File: config.mk
export PLATFORM = sky130hd
export DESIGN_NAME = tone_gen
export DESIGN_NICKNAME = d
export VERILOG_FILES = /design/src/rtl/tone_pkg.sv /design/src/rtl/note_divider.sv /design/src/rtl/tone_gen.sv
export SDC_FILE = /design/constraint.sdc
export NUM_CORES = 1
export LEC_CHECK = 0
export CELL_PAD_IN_SITES_DETAIL_PLACEMENT = 2
export CELL_PAD_IN_SITES_GLOBAL_PLACEMENT = 2
export CORE_UTILIZATION = 39
export DETAILED_ROUTE_END_ITERATION = 10
export PLACE_DENSITY_LB_ADDON = 0.1
export SETUP_SLACK_MARGIN = 0.15
export SYNTH_ARGS = -nofsm -noshare
export SYNTH_HDL_FRONTEND = slang
export SYNTH_HIERARCHICAL = 1
export SYNTH_SLANG_ARGS = --single-unit
File: constraint.sdc
create_clock -name clk -period 3.9 [get_ports clk]
set_input_delay 0.78 -clock clk [delete_from_list [all_inputs] [get_ports clk]]
set_output_delay 0.78 -clock clk [all_outputs]
set_load 0.01 [all_outputs]
File: src/rtl/tone_pkg.sv
// tone_pkg: note table, FSM states and cycle-count helpers for tone_gen
package tone_pkg;
  localparam int NUM_NOTES = 21;
  localparam int unsigned CENTI_HZ [NUM_NOTES] = '{
    13081, 14683, 16481, 17461, 19600, 22000, 24694,
    26163, 29366, 32963, 34923, 39200, 44000, 49388,
    52325, 58733, 65926, 69846, 78399, 88000, 98777
  };
  typedef enum logic {IDLE, PLAY} state_t;
  function automatic int unsigned half_period(input longint unsigned clk_hz, input int unsigned idx);
    longint unsigned c;
    if (idx < 1 || idx > NUM_NOTES) return 1;
    c = 64'(CENTI_HZ[idx - 1]);
    return 32'((clk_hz * 50 + c / 2) / c);
  endfunction
  function automatic int unsigned hold_cycles(input longint unsigned clk_hz, input int unsigned ms);
    return 32'(clk_hz / 1000 * 64'(ms));
  endfunction
endpackage

File: src/rtl/note_divider.sv
// note_divider: loadable half-period counter driving a square-wave toggle flop
module note_divider #(
  parameter int W = 18
) (
  input  logic         clk,
  input  logic         reset,
  input  logic         load,
  input  logic [W-1:0] half,
  output logic         sq
);
  logic [W-1:0] r_half;
  logic [W-1:0] r_cnt;
  always_ff @(posedge clk or posedge reset) begin
    if (reset) begin
      r_half <= '0;
      r_cnt  <= '0;
      sq     <= 1'b0;
    end else if (load) begin
      r_half <= half;
      r_cnt  <= '0;
      sq     <= 1'b1;
    end else if (r_cnt == r_half - 1'b1) begin
      r_cnt <= '0;
      sq    <= ~sq;
    end else begin
      r_cnt <= r_cnt + 1'b1;
    end
  end
endmodule

File: src/rtl/tone_gen.sv
// tone_gen: timed square-wave note player with retrigger and mute
module tone_gen
  import tone_pkg::*;
#(
  parameter int CLK_HZ  = 50_000_000,
  parameter int HOLD_MS = 250
) (
  input  logic       clk,
  input  logic       reset,
  input  logic       note_valid,
  input  logic [4:0] note_idx,
  input  logic       mute,
  output logic       audio_out,
  output logic       playing,
  output logic [4:0] cur_note
);
  localparam int unsigned D    = hold_cycles(64'(CLK_HZ), HOLD_MS);
  localparam int unsigned HMAX = half_period(64'(CLK_HZ), 1);
  localparam int HW = $clog2(HMAX + 1);
  localparam int DW = $clog2(D + 1);
  logic [HW-1:0] w_rom [32];
  state_t        r_state, w_next;
  logic [4:0]    r_note;
  logic [DW-1:0] r_dur;
  logic          w_valid, w_sq, w_play;
  // out-of-range indices map to 1 so the ROM is fully populated
  for (genvar i = 0; i < 32; i++) begin : g_rom
    assign w_rom[i] = HW'(half_period(64'(CLK_HZ), i));
  end
  assign w_valid = note_valid && note_idx != 5'd0 && note_idx <= 5'(NUM_NOTES);
  assign w_play  = r_state == PLAY;
  always_comb begin
    w_next = w_valid ? PLAY : (w_play && r_dur == DW'(1)) ? IDLE : r_state;
  end
  always_ff @(posedge clk or posedge reset) begin
    if (reset) begin
      r_state <= IDLE;
      r_note  <= '0;
      r_dur   <= '0;
    end else begin
      r_state <= w_next;
      if (w_valid) r_note <= note_idx;
      if (w_valid) r_dur <= DW'(D);
      else if (w_play) r_dur <= r_dur - 1'b1;
    end
  end
  note_divider #(.W(HW)) u_div (
    .clk  (clk),
    .reset(reset),
    .load (w_valid),
    .half (w_rom[note_idx]),
    .sq   (w_sq)
  );
  always_ff @(posedge clk or posedge reset) begin
    if (reset) begin
      audio_out <= 1'b0;
      playing   <= 1'b0;
      cur_note  <= '0;
    end else begin
      audio_out <= w_sq & ~mute & w_play;
      playing   <= w_play;
      cur_note  <= w_play ? r_note : 5'd0;
    end
  end
endmodule
==> impl_results.rst <==
.. list-table::
   :header-rows: 1

   * - Metric
     - Value
   * - Detail Placement HPWL
     - 9390 um
   * - Number of register bits inferred by synthesis
     - 74
   * - Unique cell type count in the Yosys netlist
     - 63
   * - Design Power
     - 0.00259 W
   * - Via density
     - 5.90
   * - Starting density of the core
     - 40.9%
   * - Post-route insts no fill
     - 648
   * - Placement Rows
     - 38
   * - Routed wire length on met2
     - 6730 um
   * - Insertion delay to the later sink of the worst-skew pair
     - 0.34 ns
   * - Critical path endpoint category
     - flip-flop
   * - Data arrival time of the critical path
     - 3.28 ns
   * - Status
     - completed
   * - Top-level port count
     - 16
   * - Register area
     - 0.00185 mm^2
   * - Fill cells
     - 1203
   * - Post-layout net count
     - 525
   * - Post-synth design cell area
     - 0.00453 mm^2
   * - Die outline height
     - 110 um
   * - Sequential group share of total power
     - between 30% and 40%
   * - Synthesized instance count
     - just under 500
   * - Highest attainable clock frequency
     - 0.332 GHz
   * - Met3 layer wire length in the routed design
     - 267 um
   * - CTS Buf Count
     - 9
   * - Int Power
     - 0.00177 W
   * - Synthesized area divided by synthesized cell count
     - 9.32 um^2
   * - Number of nets with antenna violations after routing
     - 0
   * - Number of slew-limit violations in the final report
     - 0
   * - Routed wire length
     - 13300 um
   * - Routed vias
     - around 3800
   * - Power density cells
     - 497 mW/mm^2
   * - Number of cells after detailed placement
     - 632
   * - Post-synthesis net count
     - 508
   * - Slew margin rel.
     - 56.6%
   * - Fraction of power spent switching nets
     - approximately a third
   * - Global-route wire length before repair
     - 21900 um
   * - Combinational group share of total power
     - 23.8%
   * - Clk pwr share
     - 37.2%
   * - Fin. Hold Viols
     - 0
   * - P&R area growth vs syn
     - 15.0%
   * - Final period utilization
     - 77.3%
   * - EDFF count, synth
     - 0
   * - Pin count of the biggest net entering global routing
     - 38
   * - Critical path start-end classification
     - input port to flip-flop
   * - Core ar.
     - between 0.01 and 0.015 mm^2
   * - Initial antenna violation count
     - 0
   * - Setup crit start kind
     - input port
   * - Vias in the first global route
     - 4164
   * - Post-Route Setup TNS
     - 0 ns
   * - Antenna cell count
     - 0
   * - Hold Path Class
     - flip-flop to flip-flop
   * - Count of input and output buffers
     - 15
   * - Maximum root-to-sink buffer count
     - 2
   * - CTS tree
     - built
   * - Total area of multi-input combinational cells
     - 0.00250 mm^2
   * - Static leakage power
     - 2.06 nW
   * - H-tree Lvls
     - 3
   * - Setup repair after global routing missed its margin
     - no
   * - Violation count after the first detailed-routing iteration
     - 212
   * - # Post-CTS Setup Buffers
     - 0
   * - Clock Skew
     - 0.00670 ns
   * - Area enclosed by the die boundary
     - 0.0121 mm^2
   * - Clock transition at path regs
     - 0.06 ns
   * - Critical Path Fanout Max
     - 22
   * - Total track usage
     - 24.0%
   * - Num Clock Sinks
     - 74
   * - DR top layer
     - met4
   * - Yosys Warn Count
     - 6
   * - Sw Pwr
     - about 0.0008 W
   * - Remaining routing DRC violations
     - 0
   * - Crit path time final
     - 3.02 ns
   * - Post-synth ARST share
     - 100%
   * - Share of post-route cells with drive strength above 1
     - roughly an eighth
   * - Number of buffers added to fix hold violations after cts
     - 0
   * - Worst hold-check slack
     - 0.489 ns
   * - Max cap viols
     - 0
   * - GPL Wtd Cong
     - 0.887
   * - Resized cells post-CTS
     - 0
   * - Worst vdd rail ir drop
     - 0.291 mV
   * - Portion of the post-synthesis area used by sequential elements
     - 40.9%
   * - Detailed-routing iteration count for the pre-antenna-repair pass
     - 4
   * - Residual overflow from global routing
     - 0
   * - Met1 wire length
     - 6120 um
   * - X dimension of the die
     - 110 um
   * - Pin slew with the least headroom to its limit
     - 0.645 ns
   * - Root buffer cell
     - sky130_fd_sc_hd__clkbuf_16
   * - Final setup vio count
     - 0
   * - Worst Path Required
     - 4.16 ns
   * - Routed wire length per instance
     - 20.5 um
   * - Synth Flop Type
     - sky130_fd_sc_hd__dfrtp_1
-- cell type report --
type,instances,area share [%]
clock inverters,6,2.21
flip-flops and latches,74,35.5
clock buffers,10,4.39
repair buffers,30,5.04
well taps,140,3.36
inverters,20,1.44
multi-input cells,368,48.0
-- critical path, cell delays in order --
cell,delay (ns)
sky130_fd_sc_hd__clkdlybuf4s50_1,0.88
sky130_fd_sc_hd__clkinv_1,0.46
sky130_fd_sc_hd__nand3_1,0.21
sky130_fd_sc_hd__a31o_2,0.18
sky130_fd_sc_hd__inv_1,0.05
sky130_fd_sc_hd__buf_4,0.21
sky130_fd_sc_hd__o21bai_4,0.31
sky130_fd_sc_hd__nor2_1,0.19
-- cells in the final DEF (no fill, tap or decap), types with 4 or more instances in the layout --
cell type and count:
sky130_fd_sc_hd__nor4_1 7, sky130_fd_sc_hd__or4_1 7, sky130_fd_sc_hd__nor2_1 57, sky130_fd_sc_hd__dfrtp_1 74, sky130_fd_sc_hd__xor2_1 25, sky130_fd_sc_hd__clkdlybuf4s50_1 15, sky130_fd_sc_hd__nor3_1 15, sky130_fd_sc_hd__inv_1 19
sky130_fd_sc_hd__or3_1 8, sky130_fd_sc_hd__o31ai_1 4, sky130_fd_sc_hd__mux2_2 20, sky130_fd_sc_hd__buf_4 15, sky130_fd_sc_hd__o32ai_1 5, sky130_fd_sc_hd__and2_1 7, sky130_fd_sc_hd__nand2_1 28, sky130_fd_sc_hd__o21ai_0 8
sky130_fd_sc_hd__nand3_1 22, sky130_fd_sc_hd__ha_1 13, sky130_fd_sc_hd__xnor2_1 31, sky130_fd_sc_hd__clkbuf_16 9, sky130_fd_sc_hd__a211o_1 4, sky130_fd_sc_hd__a21oi_1 25, sky130_fd_sc_hd__nand4_1 7, sky130_fd_sc_hd__o22ai_1 8
sky130_fd_sc_hd__o211ai_1 4, sky130_fd_sc_hd__a31oi_1 5, sky130_fd_sc_hd__a211oi_1 7
-- Yosys cell counts (2+ instances only) --
cell                       instances  area share (%)
sky130_fd_sc_hd__xor2_1           25             4.8
sky130_fd_sc_hd__buf_1            11            0.91
sky130_fd_sc_hd__and2_1            7            0.97
sky130_fd_sc_hd__nor2b_1           2            0.28
sky130_fd_sc_hd__nand2b_1          3            0.41
sky130_fd_sc_hd__mux2i_1           3            0.66
sky130_fd_sc_hd__o41ai_1           3            0.58
sky130_fd_sc_hd__a211oi_1          7             1.2
sky130_fd_sc_hd__a21oi_1          25             2.8
sky130_fd_sc_hd__o22ai_1           8             1.1
sky130_fd_sc_hd__dfrtp_1          74              41
sky130_fd_sc_hd__a21o_1            2            0.33
sky130_fd_sc_hd__nor2_1           57             4.7
sky130_fd_sc_hd__or3_4             2            0.50
sky130_fd_sc_hd__nor3_1           15             1.7
sky130_fd_sc_hd__a211o_1           4            0.77
sky130_fd_sc_hd__o31ai_1           4            0.66
sky130_fd_sc_hd__nand3_1          22             2.4
sky130_fd_sc_hd__o211ai_1          4            0.66
sky130_fd_sc_hd__or4_4             2            0.50
sky130_fd_sc_hd__clkbuf_1         10            0.83
sky130_fd_sc_hd__a32o_1            2            0.44
sky130_fd_sc_hd__a31oi_1           5            0.69
sky130_fd_sc_hd__o21ai_0           8            0.88
sky130_fd_sc_hd__nand4_1           7            0.97
sky130_fd_sc_hd__nand2_1          28             2.3
sky130_fd_sc_hd__nor4b_1           3            0.58
sky130_fd_sc_hd__mux2_2           20             5.0
sky130_fd_sc_hd__o32ai_1           5            0.97
sky130_fd_sc_hd__and3_1            2            0.28
sky130_fd_sc_hd__ha_1             13             3.6
sky130_fd_sc_hd__or4_1             7             1.2
sky130_fd_sc_hd__xnor2_1          31             6.0
sky130_fd_sc_hd__nand3b_1          3            0.50
sky130_fd_sc_hd__nor4_1            7            0.97
sky130_fd_sc_hd__or3_1             8             1.1
sky130_fd_sc_hd__a22oi_1           3            0.50
sky130_fd_sc_hd__inv_1            19             1.6
-- per-stage QoR --
| step | instance area [um^2] | setup WS, ns | utilization (%) |
|---|---|---|---|
| finish | 5210 | 0.884 | 47.1 |
| floorplan | 4530 | 0.518 | - |
| detailed placement | 4870 | 0.575 | 44.0 |
| CTS | 5210 | 0.865 | 47.1 |
| global route | 5210 | 0.639 | 47.1 |
| global placement | 4870 | 0.668 | 44.0 |
-- power by group through the flow --
stage          clock [W]  sequential (W)  combinational [W]
4_1_cts         0.000990         0.00101           0.000619
3_5_place_dp           0         0.00102           0.000609
3_3_place_gp           0         0.00101           0.000578
2_1_floorplan          0        0.000964           0.000452
5_1_grt          0.00101         0.00103           0.000681
6_report        0.000964         0.00101           0.000615
-- worst paths after layout --
| path | startpoint | end | slack, ns | cells after the start |
|---|---|---|---|---|
| max reg2reg | u_div/r_half[0] | u_div/r_cnt[6] | 0.91 | 10 |
| min | r_dur[17] | r_dur[17] | 0.49 | 1 |
| max in group asynchronous | reset | audio_out | 2.64 | 3 |
| min reg2reg | r_dur[17] | r_dur[17] | 0.49 | 1 |
| min in group asynchronous | reset | u_div/r_cnt[4] | 0.89 | 3 |
| max | note_idx[3] | u_div/r_cnt[6] | 0.88 | 8 |
-- sequential cells by signal (all words and copies together) (netlist names) --
name / count
audio_out: 1
cur_note: 5
playing: 1
r_dur: 24
r_note: 5
r_state: 1
u_div/r_cnt: 18
u_div/r_half: 18
u_div/sq: 1
-- kinds of logic after synthesis --
kind of cell | Yosys count | share of synthesized area [%]
multiplexers | 23 | 5.63
AND/OR/NAND/NOR | 185 | 21.3
buffers and inverters | 44 | 3.87
adder cells (fa/ha/maj) | 13 | 3.59
XOR/XNOR | 56 | 10.8
flip-flops | 74 | 40.9
AO/OA/AOI/OAI | 91 | 13.9
-- layer usage --
layer,GRT usage [%],up-vias
met5,0,-
met4,6.00,0
met3,4.15,10
met2,42.5,27
met1,30.2,1996
li1,-,1790
No activity file was read; power rests on OpenSTA's default activity.
